===== src/rtl/trigout_ts_queue.sv =====
// ---------------------------------------------------------------------------
// trigout_ts_queue
//
// Captures White Rabbit timestamps for trigger events and holds them in a
// first-word fall-through queue for software to read.
//
// A qualified trigger (any enabled channel or external trigger while WR is
// enabled and valid) opens a coalescing window of G_WINDOW cycles. All enabled
// trigger bits seen during the window are ORed into a single entry. The entry
// keeps the timestamp of the first trigger. When the window closes, the entry
// is pushed into the queue. If the queue is full and no pop happens in the
// same cycle, the entry is dropped and counted.
//
// Ports
//   clk_i, rst_i      : clock and synchronous active-high reset
//   ch_trig_i[3:0]    : per-channel trigger pulses (bit n = channel n+1)
//   ext_trig_i        : external trigger pulse
//   ch_enable_i[3:0]  : per-channel trigger enables
//   ext_enable_i      : external trigger enable
//   wr_enable_i       : White Rabbit enabled
//   wr_valid_i        : White Rabbit time valid
//   tm_tai_i[39:0]    : current WR seconds
//   tm_cycles_i[27:0] : current WR cycle count
//   ts_sec_o, cycles_o, ch_mask_o, ext_mask_o : queue head (0 when empty)
//   ts_present_o      : queue not empty
//   ts_rd_i           : single-cycle pop of the head
//   overflow_o        : sticky flag, an entry was dropped
//   ovf_clr_i         : clears overflow_o and drop_cnt_o
//   drop_cnt_o[15:0]  : saturating count of dropped entries
//   level_o           : number of entries held, 0..G_DEPTH
// ---------------------------------------------------------------------------
module trigout_ts_queue #(
    parameter int G_DEPTH  = 8,
    parameter int G_WINDOW = 4
) (
    input  logic                       clk_i,
    input  logic                       rst_i,
    input  logic [3:0]                 ch_trig_i,
    input  logic                       ext_trig_i,
    input  logic [3:0]                 ch_enable_i,
    input  logic                       ext_enable_i,
    input  logic                       wr_enable_i,
    input  logic                       wr_valid_i,
    input  logic [39:0]                tm_tai_i,
    input  logic [27:0]                tm_cycles_i,
    output logic [39:0]                ts_sec_o,
    output logic [27:0]                cycles_o,
    output logic [3:0]                 ch_mask_o,
    output logic                       ext_mask_o,
    output logic                       ts_present_o,
    input  logic                       ts_rd_i,
    output logic                       overflow_o,
    input  logic                       ovf_clr_i,
    output logic [15:0]                drop_cnt_o,
    output logic [$clog2(G_DEPTH):0]   level_o
);

    localparam int AW = $clog2(G_DEPTH);
    localparam int LW = AW + 1;
    localparam int EW = 40 + 28 + 4 + 1;
    localparam logic [7:0]    WIN_LOAD = 8'(G_WINDOW - 1);
    localparam logic [LW-1:0] LVL_FULL = LW'(G_DEPTH);

    typedef enum logic [1:0] {
        IDLE    = 2'd0,
        COLLECT = 2'd1,
        PUSH    = 2'd2
    } state_t;

    // Saturating increment for the drop counter.
    function automatic logic [15:0] sat_inc16(input logic [15:0] val);
        if (val == 16'hFFFF) begin
            return val;
        end
        return val + 16'd1;
    endfunction

    // ---------------------------------------------------------------------
    // Trigger qualification
    // ---------------------------------------------------------------------
    logic       wr_ok;
    logic [3:0] ch_bits;
    logic       ext_bit;
    logic       qual;

    assign wr_ok   = wr_enable_i & wr_valid_i;
    assign ch_bits = ch_trig_i & ch_enable_i & {4{wr_ok}};
    assign ext_bit = ext_trig_i & ext_enable_i & wr_ok;
    assign qual    = (|ch_bits) | ext_bit;

    // ---------------------------------------------------------------------
    // Capture state machine
    // ---------------------------------------------------------------------
    state_t      state;
    logic [7:0]  win_cnt;
    logic [39:0] pend_sec;
    logic [27:0] pend_cyc;
    logic [3:0]  pend_ch;
    logic        pend_ext;

    // Only control state is reset. The pending entry data is simply ignored
    // until the next capture overwrites it, so a reset discards it.
    always_ff @(posedge clk_i) begin
        if (rst_i) begin
            state   <= IDLE;
            win_cnt <= '0;
        end else begin
            case (state)
                IDLE: begin
                    if (qual) begin
                        pend_sec <= tm_tai_i;
                        pend_cyc <= tm_cycles_i;
                        pend_ch  <= ch_bits;
                        pend_ext <= ext_bit;
                        win_cnt  <= WIN_LOAD;
                        state    <= COLLECT;
                    end
                end
                COLLECT: begin
                    // Timestamp stays from the first trigger; only the masks
                    // accumulate. A WR valid drop only gates new bits.
                    pend_ch  <= pend_ch | ch_bits;
                    pend_ext <= pend_ext | ext_bit;
                    if (win_cnt == 8'd0) begin
                        state <= PUSH;
                    end else begin
                        win_cnt <= win_cnt - 8'd1;
                    end
                end
                PUSH: begin
                    // The entry is written to the queue this cycle; a new
                    // trigger here starts the next window immediately.
                    if (qual) begin
                        pend_sec <= tm_tai_i;
                        pend_cyc <= tm_cycles_i;
                        pend_ch  <= ch_bits;
                        pend_ext <= ext_bit;
                        win_cnt  <= WIN_LOAD;
                        state    <= COLLECT;
                    end else begin
                        state <= IDLE;
                    end
                end
                default: begin
                    state <= IDLE;
                end
            endcase
        end
    end

    // ---------------------------------------------------------------------
    // Queue push/pop arbitration
    // ---------------------------------------------------------------------
    logic          push;
    logic          pop_ok;
    logic          push_ok;
    logic          drop;
    logic [AW-1:0] wptr;
    logic [AW-1:0] rptr;
    logic [LW-1:0] level;

    assign push    = (state == PUSH) && !rst_i;
    assign pop_ok  = ts_rd_i && (level != '0);
    // A pop in the same cycle frees the slot, so a full queue still accepts.
    assign push_ok = push && ((level != LVL_FULL) || pop_ok);
    assign drop    = push && !push_ok;

    // ---------------------------------------------------------------------
    // Queue storage (not reset: the pointer reset empties the queue)
    // ---------------------------------------------------------------------
    logic [EW-1:0] mem [G_DEPTH];

    always_ff @(posedge clk_i) begin
        if (push_ok) begin
            mem[wptr] <= {pend_sec, pend_cyc, pend_ch, pend_ext};
        end
    end

    // ---------------------------------------------------------------------
    // Queue pointers, level and overflow bookkeeping
    // ---------------------------------------------------------------------
    always_ff @(posedge clk_i) begin
        if (rst_i) begin
            wptr       <= '0;
            rptr       <= '0;
            level      <= '0;
            overflow_o <= 1'b0;
            drop_cnt_o <= '0;
        end else begin
            // Pointers are exactly AW bits wide, so they wrap modulo G_DEPTH.
            if (push_ok) begin
                wptr <= wptr + AW'(1);
            end
            if (pop_ok) begin
                rptr <= rptr + AW'(1);
            end
            case ({push_ok, pop_ok})
                2'b10:   level <= level + LW'(1);
                2'b01:   level <= level - LW'(1);
                default: level <= level;
            endcase

            // A drop in the clear cycle wins, leaving a count of one.
            if (ovf_clr_i) begin
                overflow_o <= drop;
                drop_cnt_o <= drop ? 16'd1 : 16'd0;
            end else if (drop) begin
                overflow_o <= 1'b1;
                drop_cnt_o <= sat_inc16(drop_cnt_o);
            end
        end
    end

    // ---------------------------------------------------------------------
    // Fall-through head outputs, forced to zero while empty
    // ---------------------------------------------------------------------
    logic [EW-1:0] head;

    assign head         = mem[rptr];
    assign ts_present_o = (level != '0);
    assign level_o      = level;
    assign ts_sec_o     = ts_present_o ? head[72:33] : '0;
    assign cycles_o     = ts_present_o ? head[32:5]  : '0;
    assign ch_mask_o    = ts_present_o ? head[4:1]   : '0;
    assign ext_mask_o   = ts_present_o ? head[0]     : 1'b0;

endmodule

===== config.mk =====
export PLATFORM = sky130hd
export DESIGN_NAME = trigout_ts_queue
export DESIGN_NICKNAME = d
export VERILOG_FILES = /design/src/rtl/trigout_ts_queue.sv
export SDC_FILE = /design/constraint.sdc
export NUM_CORES = 1
export LEC_CHECK = 0
export CORE_MARGIN = 2
export CORE_UTILIZATION = 55
export CTS_CLUSTER_DIAMETER = 40
export DETAILED_ROUTE_END_ITERATION = 7
export PLACE_DENSITY = 0.81
export SLEW_MARGIN = 20
export SYNTH_ARGS = -nofsm -noshare
export SYNTH_HDL_FRONTEND = slang
export SYNTH_SLANG_ARGS = --single-unit

===== constraint.sdc =====
create_clock -name clk_i -period 15.2 [get_ports clk_i]
set_input_delay 3.8 -clock clk_i [delete_from_list [all_inputs] [get_ports clk_i]]
set_output_delay 3.8 -clock clk_i [all_outputs]
set_load 0.005 [all_outputs]

**After elaboration in Yosys (flattened, before gate mapping)**

Memories as Yosys holds them, arrays and structs flattened. A register that Yosys moved wholly into a read port is not among the register bits.
Cells that the tools add are included.

- Word-level logic and storage cells: 88
- Flip-flop bits (word level): 110
- Memories kept: 1
- Memory bits (writable): 584

Memory list:

| memory | depth | width | rd ports | clocked after Yosys merged registers in | wr ports | line | text |
|---|---|---|---|---|---|---|---|
| mem | 8 | 73 | 1 | 1 | 1 | 171 | `logic [EW-1:0] mem [G_DEPTH];` |

- Add/subtract/negate cells: 6
- Equal/unequal tests: 11
- Reduce and logical (&&, ||, !) cells: 20
- Bitwise gates (word level): 9
- Muxes and demuxes: 30

Operator list:

| cell | count |
|---|---|
| $mux W16 | 3 |
| $mux W40 | 1 |
| $mux W28 | 1 |
| $add A16 B1 Y16 const B | 1 |
| $eq A16 B16 Y1 const B | 1 |
| $mux W8 | 2 |
| $pmux W4 S2 | 2 |
| $pmux W8 S2 | 1 |
| $mux W1 | 12 |
| $reduce_and A3 Y1 | 3 |
| $and A4 B4 Y4 | 2 |
| $logic_not A8 Y1 | 1 |
| $mux W4 | 2 |
| $sub A8 B1 Y8 const B | 1 |
| $add A3 B1 Y3 const B | 2 |
| $mux W3 | 2 |
| $ne A2 B2 Y1 const B | 3 |
| $pmux W2 S3 | 1 |
| $reduce_bool A2 Y1 | 3 |
| $add A4 B1 Y4 const B | 1 |
| $eq A2 B1 Y1 const B | 2 |
| $eq A2 B2 Y1 const B | 2 |
| $logic_and A1 B1 Y1 | 4 |
| $mux W2 | 2 |
| 16 further kinds | 21 |

**Longest topological paths before layout**

Gate-level depths: netlist of run 1.

- Word-level depth: 12
- Mapped depth: 9
- Mapped depth without buffers: 9

**Least setup slack after synthesis of run 1**

OpenSTA, ideal clock, no wires.

- Path type: input -> register
- Start point: input port rst_i
- End point: memory mem[0][0] (netlist bit) (enable)
- Cell stages on the path: 4
- Path slack: 4.995 ns
- Arrival: 9.611 ns
- Buffers on the path: 0
- Data required time: 14.606 ns
- Library setup time: 0.594 ns
- Path through: or3b_2 a21oi_2 nand2b_1 nor3_1

- Longest elaborated chain between the ends: 5

RTL lines:

| element | line | text |
|---|---|---|
| start: declaration | 37 | `input logic rst_i,` |
| $logic_not A1 Y1 | 162 | `assign push = (state == PUSH) && !rst_i;` |
| $logic_and A1 B1 Y1 | 162 |  |
| $logic_and A1 B1 Y1 | 165 | `assign push_ok = push && ((level != LVL_FULL) \|\| pop_ok);` |
| $mux W1 | 174 | `if (push_ok) begin` |
| $mux W1 (implied by the code) | 175 | `mem[wptr] <= {pend_sec, pend_cyc, pend_ch, pend_ext};` |
| end: declaration | 171 |  |

No other way between the ends.

==> PnR_summary.wiki, run 1 <==
{| class="wikitable"
! Metric !! Value
|-
| Die height || 223.7 um
|-
| Hold WC Path Type || flop to flop
|-
| Data required time at the worst endpoint || 11.40 ns
|-
| Seq cells post-synth || 697
|-
| Hold buffer count at cts || 0
|-
| Num CTS Buffers || 89
|-
| Number of routed nets with antenna violations || 0
|-
| Growth of design area from synthesis to finish || 21.83%
|-
| Number of violations reported at the end of detailed-routing iteration 0 || 1286
|-
| Clock transition at the registers of the reported paths || 0.06 ns
|-
| Type of the worst setup path || flop to output pin
|-
| Post-route fraction of the period consumed by the critical path || 0.5169
|-
| Wire length of the first global-routing pass || 86040 um
|-
| Slowest cell on the critical path || sky130_fd_sc_hd__dfxtp_4
|-
| Prevailing post-synth register cell || sky130_fd_sc_hd__edfxtp_1
|-
| CTS H-Tree Depth || 3
|-
| Library cell with the largest summed area after synthesis || sky130_fd_sc_hd__edfxtp_1
|-
| EDFF count, synth || 657
|-
| Final count of hold timing violations || 0
|-
| Vias in the first global route || 14011
|-
| Horizontal die dimension || 223.7 um
|-
| Max Root-Sink Buffers || 3
|-
| Register area share after synthesis || 0.7733
|-
| Fraction of synthesized area in multiplexers || 0.1556
|-
| Number of antenna violations at the first check in global routing || 2
|-
| Total core area || 0.04765 mm^2
|-
| Sort of element at the end of the critical path || output pin
|-
| Layout fillers || 2830
|-
| Wire length reported by the detailed router || 56750 um
|-
| Share of layout cells above drive strength 1 || 0.2163
|-
| Number of max-cap violations || 0
|-
| DP Wirelength || 29200 um
|-
| Xor/xnor cell area share of the yosys netlist || 0.001650
|-
| Post-CTS setup buffer count || 0
|-
| Maximum fanout encountered on the critical timing path || 78
|-
| Post-Syn Area || 0.02655 mm^2
|-
| CTS root buffer || sky130_fd_sc_hd__clkbuf_16
|-
| Compound-Gate Fraction of Synth Area || 0.01890
|-
| Worst-Margin Slew || 1.112 ns
|-
| Lkg Pwr || 10.06 nW
|-
| Remaining DRCs || 0
|-
| Run status || finished, final reports clean
|-
| Synthesized instance count || 1270
|-
| Post-CTS resize count || 0
|-
| Max-slew violation count || 0
|-
| Port buffer count || 178
|-
| Largest cells by area after synthesis || sky130_fd_sc_hd__edfxtp_1 74%, sky130_fd_sc_hd__mux4_2 12%, sky130_fd_sc_hd__mux2i_1 3.1%
|-
| Starting utilization of the core area || 0.5572
|-
| Inserted Diodes || 0
|-
| Startpoint type of the worst setup path || flop
|-
| Total Routing Usage GR || 0.2315
|-
| Unique cell type count in the Yosys netlist || 59
|-
| Simple-gate share of the synthesized area || 0.03591
|-
| Post-synth net total || 1362
|-
| Proportion of synthesized flip-flops having asynchronous set or reset || 0
|-
| Total Nets Final || 1591
|-
| Total gr overflow || 0
|-
| Setup repair after global routing missed its margin || false
|-
| Count of vias placed by the detailed router || 13336
|-
| Mapped Avg Cell Area || 20.90 um^2
|-
| Number of placement rows || 80
|-
| Skew final || 0.02502 ns
|-
| Max-slew headroom at the worst pin || 0.2584
|-
| Latest clock arrival within the worst-skew pair || 0.64 ns
|-
| Setup violators final || 0
|-
| IR drop worst, VDD || 0.0001351 V
|-
| Time the worst path needs with I/O delays and setup || 7.856 ns
|-
| Crit path largest cell delay || 1.03 ns
|-
| CP cell instances || buf_4 -> mux4_2 -> mux2i_1 -> nor2_1 -> clkdlybuf4s50_1
|-
| Power density cells || 166.4 mW/mm^2
|-
| Fraction of post-synthesis cell area in the top cell type by area || 0.7431
|-
| Critical Path AT || 4.06 ns
|-
| Post-synthesis adder-cell area fraction || 0.004053
|-
| Detail-routed via count per cell || 6.098
|-
| Combinational family with the most area after synthesis || multiplexers
|-
| YS warnings || 0
|-
| Setup TNS || 0 ns
|-
| Mean routed wirelength per cell || 25.95 um
|-
| Clock tree from TritonCTS || built
|-
| Area of the die || 0.05004 mm^2
|-
| Placer Congestion || 0.8277
|-
| Achievable frequency || 127.3 MHz
|-
| Fin util || 0.6788
|-
| Length of the first detailed-routing pass in iterations || 5
|-
| I/O pin cnt || 179
|-
| Number of sinks on the clock net || 697
|-
| Largest net degree at the start of global routing || 124
|-
| R2R setup slack || 11.64 ns
|}
cell usage in the layout (no fill, tap or decap), types with 5 or more instances in the layout:
master                            Yosys  final
sky130_fd_sc_hd__nand2_1             35     35
sky130_fd_sc_hd__and4_1               5      5
sky130_fd_sc_hd__edfxtp_1           657    657
sky130_fd_sc_hd__nand3_1              9      9
sky130_fd_sc_hd__clkdlybuf4s50_1      0    178
sky130_fd_sc_hd__clkbuf_16            0     92
sky130_fd_sc_hd__bufinv_16            0     15
sky130_fd_sc_hd__o21ai_0             10     10
sky130_fd_sc_hd__clkinv_2             0      5
sky130_fd_sc_hd__ha_1                 7      7
sky130_fd_sc_hd__clkinv_1             0     12
sky130_fd_sc_hd__nand2b_1             7      7
sky130_fd_sc_hd__inv_6                0     11
sky130_fd_sc_hd__a211oi_1             8      8
sky130_fd_sc_hd__or3_1                8      8
sky130_fd_sc_hd__mux2i_1             82     82
sky130_fd_sc_hd__a21oi_1             17     17
sky130_fd_sc_hd__nor2_1              93     86
sky130_fd_sc_hd__buf_4                1     14
sky130_fd_sc_hd__inv_1                9      9
sky130_fd_sc_hd__nor2_4               0      7
sky130_fd_sc_hd__clkinvlp_4           0     10
sky130_fd_sc_hd__clkinv_4             0      8
sky130_fd_sc_hd__mux4_2             146    146
sky130_fd_sc_hd__dfxtp_1             40     37
critical path: cells and delay by family, from the launching register on:
| kind | cells | cell delay (ns) |
|---|---|---|
| and+or+nand+nor | 1 | 0.30 |
| buffers and inverters | 2 | 1.57 |
| DFF | 1 | 1.03 |
| muxes | 2 | 0.48 |
layer usage:
| metal | global-route usage | up-vias | share of wire |
|---|---|---|---|
| met1 | 0.3046 | 6903 | 0.39 |
| met2 | 0.3835 | 608 | 0.51 |
| met4 | 0.08516 | 4 | 0.029 |
| met5 | 0 | - | 0.00053 |
| met3 | 0.05247 | 123 | 0.073 |
| li1 | - | 5698 | - |
flip-flops by register name, summed over array words and instances (netlist names), named ones only:
signal / cells
mem: 584
pend_sec: 40
pend_cyc: 28
drop_cnt_o: 16
win_cnt: 8
level_o: 4
pend_ch: 4
rptr: 3
wptr: 3
state: 2
overflow_o: 1
pend_ext: 1
synth_stat cells (6+ instances only):
| cell type | count |
|---|---|
| sky130_fd_sc_hd__ha_1 | 7 |
| sky130_fd_sc_hd__mux2i_1 | 82 |
| sky130_fd_sc_hd__a211oi_1 | 8 |
| sky130_fd_sc_hd__nor3_1 | 6 |
| sky130_fd_sc_hd__buf_2 | 17 |
| sky130_fd_sc_hd__inv_1 | 9 |
| sky130_fd_sc_hd__clkbuf_1 | 36 |
| sky130_fd_sc_hd__edfxtp_1 | 657 |
| sky130_fd_sc_hd__nand2_1 | 35 |
| sky130_fd_sc_hd__nand3_1 | 9 |
| sky130_fd_sc_hd__or3_1 | 8 |
| sky130_fd_sc_hd__mux4_2 | 146 |
| sky130_fd_sc_hd__nand2b_1 | 7 |
| sky130_fd_sc_hd__dfxtp_1 | 40 |
| sky130_fd_sc_hd__o21ai_0 | 10 |
| sky130_fd_sc_hd__a21oi_1 | 17 |
| sky130_fd_sc_hd__nor2_1 | 93 |
power by group:
part	leakage, nW	switching (mW)	internal (mW)
sequential	6.24	0.0598	2.11
combinational	2.29	0.444	0.545
clock	1.53	0.845	1.38
layout make-up:
class,count,area [um^2],area share
Timing Repair Buffer,197,1993,0.06163
Multi-Input combinational cell,505,5807,0.1795
Sequential cell,697,20540,0.6351
Clock buffer,95,2313,0.07153
Clock inverter,69,884.6,0.02735
Inverter,9,33.78,0.001045
Tap cell,615,769.5,0.02379
through the flow:
step / total power, mW / instances / setup WS, ns / instance area [um^2] / hold slack, ns
2_1_floorplan: 2.747 / 1270 / 4.995 / 26550 / 0.4345
3_3_place_gp: 3.177 / 2020 / 7.870 / 29070 / 0.4310
3_5_place_dp: 3.191 / 2023 / 7.838 / 29140 / 0.4335
4_1_cts: 5.429 / 2187 / 7.267 / 32340 / 0.4422
5_1_grt: 5.561 / 2187 / 7.186 / 32340 / 0.4560
6_report: 5.381 / 2187 / 7.344 / 32340 / 0.4408
worst paths after layout:
kind / startpoint / depth (start not counted) / endpoint
min reg2reg: overflow_o$_SDFFE_PP0P_ / 2 / overflow_o$_SDFFE_PP0P_
max reg2reg: level_o[1]$_SDFFE_PP0P_ / 10 / level_o[3]$_SDFFE_PP0P_
min: overflow_o$_SDFFE_PP0P_ / 2 / overflow_o$_SDFFE_PP0P_
max: flop / 5 / ext_mask_o
kinds of logic after synthesis:
kind of cell / count (synthesis)
AND/OR/NAND/NOR: 193
flip-flops: 697
AO/OA/AOI/OAI: 69
adder cells (fa/ha/maj): 8
XOR/XNOR: 5
buffers and inverters: 68
multiplexers: 230
Power figures use the tool's default switching activity.
==> run 2: changes to the inputs <==
- CORE_UTILIZATION: 55 -> 53
- PLACE_DENSITY: 0.81 -> 0.82
- clock period: 15.2 -> 6.4 ns (I/O delays scaled with it)
==> run 2 against run 1 <==
Net effect:
- critical path depth unchanged
- clock-buffer cell count rose by 1
- utilization decreased by 2.6 points
- sequential power increased by 140%
- routed wire length is 5.9% higher
- combinational power is 150% higher
- critical endpoint is now ch_mask_o[3]
- register-to-register slack worse by 8.9 ns
- setup slack got worse by 6.0 ns
- final cell count rose by 3.1%
- sequential cell count unchanged
- non-clock buffer count up 10
==> PnR_summary.wiki, run 2 (same netlist as run 1, synthesis figures left out) <==
{| class="wikitable"
! Metric !! Value
|-
| Hold WC Path Type || flop to flop
|-
| Final count of hold timing violations || 0 (unchanged)
|-
| Latest clock arrival within the worst-skew pair || 0.62 ns (-0.02 ns)
|-
| Post-CTS setup buffer count || 0 (unchanged)
|-
| Sequential standard cell area || 0.02054 mm^2 (unchanged)
|-
| Total gr overflow || 0 (unchanged)
|-
| Max-slew headroom at the worst pin || 0.2489 (-0.009462)
|-
| Share of layout cells above drive strength 1 || 0.2226 (+0.006359)
|-
| Length of the first detailed-routing pass in iterations || 5 (unchanged)
|-
| Total Routing Usage GR || 0.2352 (+0.003714)
|-
| Placer Congestion || 0.8433 (+1.9%)
|-
| Horizontal die dimension || 227.8 um (+1.8%)
|-
| Time the worst path needs with I/O delays and setup || 5.093 ns
|-
| Port buffer count || 178 (unchanged)
|-
| Startpoint type of the worst setup path || flop
|-
| Met2 usage || 0.3811 (-0.002381)
|-
| Area of the die || 0.05190 mm^2 (+3.7%)
|-
| Hold buffer count at cts || 0 (unchanged)
|-
| Lkg Pwr || 10.12 nW (+0.65%)
|-
| Die height || 227.8 um (+1.8%)
|-
| Setup violators final || 0 (unchanged)
|-
| Max reg flops || 584 (unchanged)
|-
| Skew final || 0.02984 ns (+0.004819 ns)
|-
| Post-route fraction of the period consumed by the critical path || 0.7958
|-
| Number of sinks on the clock net || 697 (unchanged)
|-
| Wire length reported by the detailed router || 60120 um (+5.9%)
|-
| Sw frac || 0.2537 (+0.003105)
|-
| Slowest cell on the critical path || sky130_fd_sc_hd__dfxtp_4
|-
| Type of the worst setup path || flop to output pin
|-
| Crit path largest cell delay || 0.71 ns (-0.32 ns)
|-
| GR met3 Demand/Resource || 0.05650 (+0.004034)
|-
| Worst-Margin Slew || 1.127 ns (+0.01419 ns)
|-
| Register bank with the most flops || mem
|-
| Maximum fanout encountered on the critical timing path || 30 (-62%)
|-
| Detail-routed via count per cell || 6.061 (-0.60%)
|-
| Critical Path AT || 3.49 ns (-0.57 ns)
|-
| Total core area || 0.04976 mm^2 (+4.4%)
|-
| Power density cells || 396.3 mW/mm^2 (+140%)
|-
| DP Wirelength || 30710 um (+5.1%)
|-
| Switching power summed over all nets || 3.266 mW (+140%)
|-
| Vias in the first global route || 14418 (+2.9%)
|-
| Max Root-Sink Buffers || 3 (unchanged)
|-
| Setup repair after global routing missed its margin || false
|-
| CTS H-Tree Depth || 3 (unchanged)
|-
| Wire length of the first global-routing pass || 91100 um (+5.9%)
|-
| P_int || 9.607 mW (+140%)
|-
| Num CTS Buffers || 89 (unchanged)
|-
| IR drop worst, VDD || 0.0003770 V (+180%)
|-
| Sort of element at the end of the critical path || output pin
|-
| Global-route met1 utilization || 0.3143 (+0.009674)
|-
| Post-CTS resize count || 0 (unchanged)
|-
| CTS root buffer || sky130_fd_sc_hd__clkbuf_16
|-
| Combinational cell fraction of total power || 0.189 (+0.005)
|-
| Part of the power in registers || 0.399 (-0.004)
|-
| Data required time at the worst endpoint || 4.80 ns (-6.60 ns)
|-
| Layout fillers || 3061 (+8.2%)
|-
| Run status || finished, final reports clean
|-
| Clock transition at the registers of the reported paths || 0.06 ns (about the same)
|-
| Number of antenna violations at the first check in global routing || 2 (unchanged)
|-
| CP cell instances || buf_4 -> mux4_2 -> mux2i_1 -> nor2_1 -> clkdlybuf4s50_1
|-
| Overall Power || 12.87 mW (+140%)
|-
| Commonest cells after routing, fill and taps aside || 657 x sky130_fd_sc_hd__edfxtp_1, 178 x sky130_fd_sc_hd__clkdlybuf4s50_1, 146 x sky130_fd_sc_hd__mux4_2
|-
| Starting utilization of the core area || 0.5335 (-0.02368)
|-
| Most frequent standard cell in the layout excluding fill and tap cells || sky130_fd_sc_hd__edfxtp_1
|-
| Multi-input combinational cell area || 0.005819 mm^2 (+0.22%)
|-
| Clock network fraction of total power || 0.412 (-0.002)
|-
| Count of vias placed by the detailed router || 13662 (+2.4%)
|-
| Number of placement rows || 82 (+2.5%)
|-
| Largest net degree at the start of global routing || 75 (-40%)
|-
| Max-slew violation count || 0 (unchanged)
|-
| I/O pin cnt || 179 (unchanged)
|-
| Number of max-cap violations || 0 (unchanged)
|-
| Remaining DRCs || 0 (unchanged)
|-
| Global-route layer with the greatest usage || met2
|-
| Number of routed nets with antenna violations || 0 (unchanged)
|-
| Growth of design area from synthesis to finish || 22.36%
|-
| Clock tree from TritonCTS || built
|-
| Setup TNS || 0 ns (unchanged)
|-
| Mean routed wirelength per cell || 26.67 um (+2.8%)
|-
| Achievable frequency || 196.3 MHz
|-
| Number of violations reported at the end of detailed-routing iteration 0 || 1390 (+8.1%)
|-
| Largest registers || mem x584, pend_sec x40, pend_cyc x28
|-
| Total Nets Final || 1601 (+0.63%)
|}
==> run 2: cell types whose count changed in the layout (fill, tap and decap cells not counted), moves of 2 or more <==
cell                         delta
sky130_fd_sc_hd__buf_4         +11
sky130_fd_sc_hd__clkinvlp_4     -7
sky130_fd_sc_hd__clkinv_4       +6
sky130_fd_sc_hd__clkinv_1       -3
sky130_fd_sc_hd__clkinv_2       +3
sky130_fd_sc_hd__buf_12         +2
sky130_fd_sc_hd__buf_16         -2
sky130_fd_sc_hd__inv_16         -2
sky130_fd_sc_hd__nor3_2         -2
sky130_fd_sc_hd__nor3_4         +2
==> run 2: worst paths after layout <==
path	startpoint	end	slack, ns	cells after the start
worst min-delay path	overflow_o$_SDFFE_PP0P_	overflow_o$_SDFFE_PP0P_	0.45	2
worst min register to register	overflow_o$_SDFFE_PP0P_	overflow_o$_SDFFE_PP0P_	0.45	2
worst max-delay path	flop	ch_mask_o[3]	1.31	5
worst max register to register	level_o[1]$_SDFFE_PP0P_	level_o[3]$_SDFFE_PP0P_	2.73	10
==> run 2: through the flow <==
stage	std cells	hold slack (ns)	setup WS, ns	instance area, um^2	util
finish	2254	0.4526	1.307	32480	0.6528
global route	2253	0.4970	1.068	32480	0.6528
CTS	2252	0.4633	1.224	32460	0.6524
detailed placement	2089	0.4484	1.542	29260	0.5881
global placement	2089	0.4293	1.614	29260	0.5881
floorplan	1270	0.4345	0.3535	26560	-
==> run 2: power groups by stage <==
stage	clock, mW	sequential [mW]	combinational (mW)
detailed placement	0	5.25	2.38
finish	5.31	5.14	2.43
CTS	5.36	5.16	2.44
global route	5.56	5.15	2.59
floorplan	0	5.14	1.38
global placement	0	5.24	2.35
==> run 2: metal layers <==
layer / vias to the layer above / share of wire
met2: 765 / 0.50
met1: 7075 / 0.38
met5: - / 0.00022
met3: 109 / 0.088
met4: 2 / 0.028
li1: 5711 / -
==> run 2: cell type report <==
type / count / area share
clock inverters: 67 / 0.02646
inverters: 9 / 0.001040
multi-input cells: 505 / 0.1791
repair buffers: 207 / 0.06309
clock buffers: 96 / 0.07199
flip-flops and latches: 697 / 0.6323
diodes: 1 / 0.00007703
well taps: 672 / 0.02588
==> run 2: worst max-delay path: cells and delay by family (launching register included) <==
kind          cells  cell delay (ns)
buf+inv           2             1.18
mux               2             0.82
flops             1             0.71
simple gates      1             0.14
==> run 3: changes to the inputs <==
- CORE_UTILIZATION: 53 -> 55
- PLACE_DENSITY: 0.82 -> 0.81
- clock period: 6.4 -> 5.3 ns (I/O delays scaled with it)
==> run 3 against run 2 <==
Net effect:
- sequential cell count unchanged
- utilization grew 2.0 points
- via count fell by 1.7%
- final cell count fell by 2.7%
- clock power up 7.0%
- first-iteration DRC count shrank 5.5%
- clock skew down 0.0059 ns
- combinational power is 19% higher
- power rose by 15%
==> PnR_summary.wiki, run 3 (same netlist as run 1, synthesis figures left out) <==
{| class="wikitable"
! Metric !! Value
|-
| WP depth || 5 (unchanged)
|-
| Hold buffer count at cts || 0 (unchanged)
|-
| Placer Congestion || 0.7983 (-5.3%)
|-
| Run status || finished, final reports clean
|-
| Crit path largest cell delay || 0.80 ns (+0.09 ns)
|-
| R2R setup slack || 1.72 ns (-1.01 ns)
|-
| Growth of design area from synthesis to finish || 20.82%
|-
| Kind of cell adding the most delay to the critical path || buffers and inverters
|-
| Clock transition at the registers of the reported paths || 0.06 ns (about the same)
|-
| I/O pin cnt || 179 (unchanged)
|-
| Global-route layer with the greatest usage || met2
|-
| Combinational cell fraction of total power || 0.196 (+0.007)
|-
| Share of layout cells above drive strength 1 || 0.2181 (-0.004508)
|-
| Startpoint type of the worst setup path || flop
|-
| Crit Reg-Reg Endpoint || level_o[3]$_SDFFE_PP0P_
|-
| Area of the die || 0.05004 mm^2 (-3.6%)
|-
| Lkg Pwr || 9.918 nW (-2.0%)
|-
| Number of violations reported at the end of detailed-routing iteration 0 || 1313 (-5.5%)
|-
| P_int || 10.96 mW (+14%)
|-
| Worst-Margin Slew || 1.056 ns (-0.07056 ns)
|-
| Number of sinks on the clock net || 697 (unchanged)
|-
| Clock tree from TritonCTS || built
|-
| Num CTS Buffers || 85 (-4.5%)
|-
| CTS root buffer || sky130_fd_sc_hd__clkbuf_16
|-
| Post-route fraction of the period consumed by the critical path || 0.8741
|-
| Hold WS || 0.4727 ns (+0.02009 ns)
|-
| Register bank with the most flops || mem
|-
| Die height || 223.7 um (-1.8%)
|-
| Maximum fanout encountered on the critical timing path || 34 (+13%)
|-
| Port buffer count || 178 (unchanged)
|-
| Achievable frequency || 215.9 MHz
|-
| Largest registers || mem x584, pend_sec x40, pend_cyc x28
|-
| Critical Path AT || 3.31 ns (-0.18 ns)
|-
| Max-slew violation count || 0 (unchanged)
|-
| Starting utilization of the core area || 0.5572 (+0.02368)
|-
| Global-route met1 utilization || 0.3012 (-0.01313)
|-
| Time the worst path needs with I/O delays and setup || 4.633 ns
|-
| Hold WC Path Type || flop to flop
|-
| Number of antenna violations at the first check in global routing || 1 (-1)
|-
| Detail-routed via count per cell || 6.123 (+1.0%)
|-
| Total gr overflow || 0 (unchanged)
|-
| Count of vias placed by the detailed router || 13428 (-1.7%)
|-
| Total Nets Final || 1599 (-0.12%)
|-
| Post-CTS setup buffer count || 0 (unchanged)
|-
| Slowest cell on the critical path || sky130_fd_sc_hd__dfxtp_4
|-
| Skew final || 0.02393 ns (-0.005911 ns)
|-
| CTS H-Tree Depth || 3 (unchanged)
|-
| Latest clock arrival within the worst-skew pair || 0.62 ns (about the same)
|-
| Cell depth of the worst flop-to-flop path || 10 (unchanged)
|-
| IR drop worst, VDD || 0.0004250 V (+13%)
|-
| Setup violators final || 0 (unchanged)
|-
| Largest net degree at the start of global routing || 75 (unchanged)
|-
| Max-slew headroom at the worst pin || 0.2960 (+0.04704)
|-
| Post-CTS resize count || 0 (unchanged)
|-
| Final count of hold timing violations || 0 (unchanged)
|-
| DP Wirelength || 30240 um (-1.5%)
|-
| Vias in the first global route || 14093 (-2.3%)
|-
| Wire length reported by the detailed router || 57230 um (-4.8%)
|-
| Sort of element at the end of the critical path || output pin
|-
| Power density cells || 461.1 mW/mm^2 (+16%)
|-
| GR met3 Demand/Resource || 0.05260 (-0.003903)
|-
| Commonest cells after routing, fill and taps aside || 657 x sky130_fd_sc_hd__edfxtp_1, 178 x sky130_fd_sc_hd__clkdlybuf4s50_1, 146 x sky130_fd_sc_hd__mux4_2
|-
| Total Routing Usage GR || 0.2343 (-0.0008482)
|-
| Total core area || 0.04765 mm^2 (-4.2%)
|-
| Overall Power || 14.79 mW (+15%)
|-
| Wire length of the first global-routing pass || 86720 um (-4.8%)
|-
| Clock network fraction of total power || 0.384 (-0.028)
|-
| Most frequent standard cell in the layout excluding fill and tap cells || sky130_fd_sc_hd__edfxtp_1
|-
| Max Root-Sink Buffers || 3 (unchanged)
|-
| Mean routed wirelength per cell || 26.10 um (-2.2%)
|-
| Type of the worst setup path || flop to output pin
|-
| Remaining DRCs || 0 (unchanged)
|-
| Worst r2r src || level_o[1]$_SDFFE_PP0P_
|-
| CP cell instances || buf_4 -> mux4_2 -> mux2i_1 -> nor2_1 -> clkdlybuf4s50_1
|-
| Horizontal die dimension || 223.7 um (-1.8%)
|-
| Max reg flops || 584 (unchanged)
|-
| Part of the power in registers || 0.420 (+0.021)
|-
| Number of placement rows || 80 (-2.4%)
|-
| Worst Min Path Start || rptr[1]$_SDFFE_PP0P_
|-
| Length of the first detailed-routing pass in iterations || 5 (unchanged)
|-
| Number of routed nets with antenna violations || 0 (unchanged)
|-
| Data required time at the worst endpoint || 3.97 ns (-0.83 ns)
|-
| Number of max-cap violations || 0 (unchanged)
|-
| Met2 usage || 0.3939 (+0.01283)
|-
| Worst path bufs/invs || 2 (unchanged)
|-
| Critical path capture point || ts_sec_o[10]
|-
| Switching power summed over all nets || 3.829 mW (+17%)
|-
| Sw frac || 0.2588 (+0.005112)
|-
| Setup repair after global routing missed its margin || false
|}
==> run 3: changes by cell type in the layout (fill, tap and decap cells not counted), moves of 2 or more <==
cell / previous run / this run
sky130_fd_sc_hd__clkinv_4: 14 / 7
sky130_fd_sc_hd__clkbuf_1: 3 / 9
sky130_fd_sc_hd__clkbuf_16: 93 / 85
sky130_fd_sc_hd__buf_12: 4 / 7
sky130_fd_sc_hd__bufinv_16: 15 / 6
sky130_fd_sc_hd__clkinvlp_4: 3 / 13
sky130_fd_sc_hd__inv_6: 11 / 14
sky130_fd_sc_hd__clkinv_1: 9 / 7
==> run 3: power groups by stage <==
stage	Clock, mW	Sequential [mW]	Combinational (mW)
floorplan	0	6.21	1.67
detailed placement	0	6.33	2.88
finish	5.68	6.22	2.89
global route	5.97	6.24	3.09
global placement	0	6.33	2.84
CTS	5.76	6.22	2.95
==> run 3: how the worst min path moves through the flow <==
stage | endpoint | slack (ns) | cells past startpoint
floorplan | overflow_o$_SDFFE_PP0P_ | 0.43 | 2
global placement | overflow_o$_SDFFE_PP0P_ | 0.43 | 2
detailed placement | overflow_o$_SDFFE_PP0P_ | 0.46 | 2
CTS | flop | 0.47 | 2
global route | flop | 0.50 | 2
finish | flop | 0.47 | 2
==> run 3: stage by stage <==
stage / cells / TNS, ns / instance area (um^2) / utilization / worst slack (ns)
4_1_cts: 2192 / 0 / 32070 / 0.6732 / 0.5550
3_3_place_gp: 2035 / 0 / 29270 / 0.6142 / 1.174
5_1_grt: 2192 / 0 / 32070 / 0.6732 / 0.4726
6_report: 2193 / 0 / 32080 / 0.6732 / 0.6674
3_5_place_dp: 2035 / 0 / 29270 / 0.6142 / 1.129
2_1_floorplan: 1270 / -166.34 / 26560 / - / -0.4704
==> run 3: final cells by class <==
class | count | area [um^2]
diodes | 1 | 2.502
clock buffers | 95 | 2175
clock inverters | 62 | 633.1
fillers | 2848 | 15570
inverters | 9 | 33.78
multi-input cells | 505 | 5819
flip-flops and latches | 697 | 20540
well taps | 615 | 769.5
repair buffers | 209 | 2102
==> run 3: worst reg2reg max path: cells and delay by family (launching register included) <==
family	cells	cell delay (ns)
flip-flops	1	0.46
buffers and inverters	3	1.24
adder cells (fa/ha/maj)	1	0.29
multiplexers	2	0.54
AND/OR/NAND/NOR	2	0.59
AO/OA/AOI/OAI	2	0.34
==> run 3: layer usage <==
metal	routed length [um]	up-vias
met5	0	-
met4	1812	0
met3	4205	122
met2	29420	581
met1	21790	7011
li1	-	5714
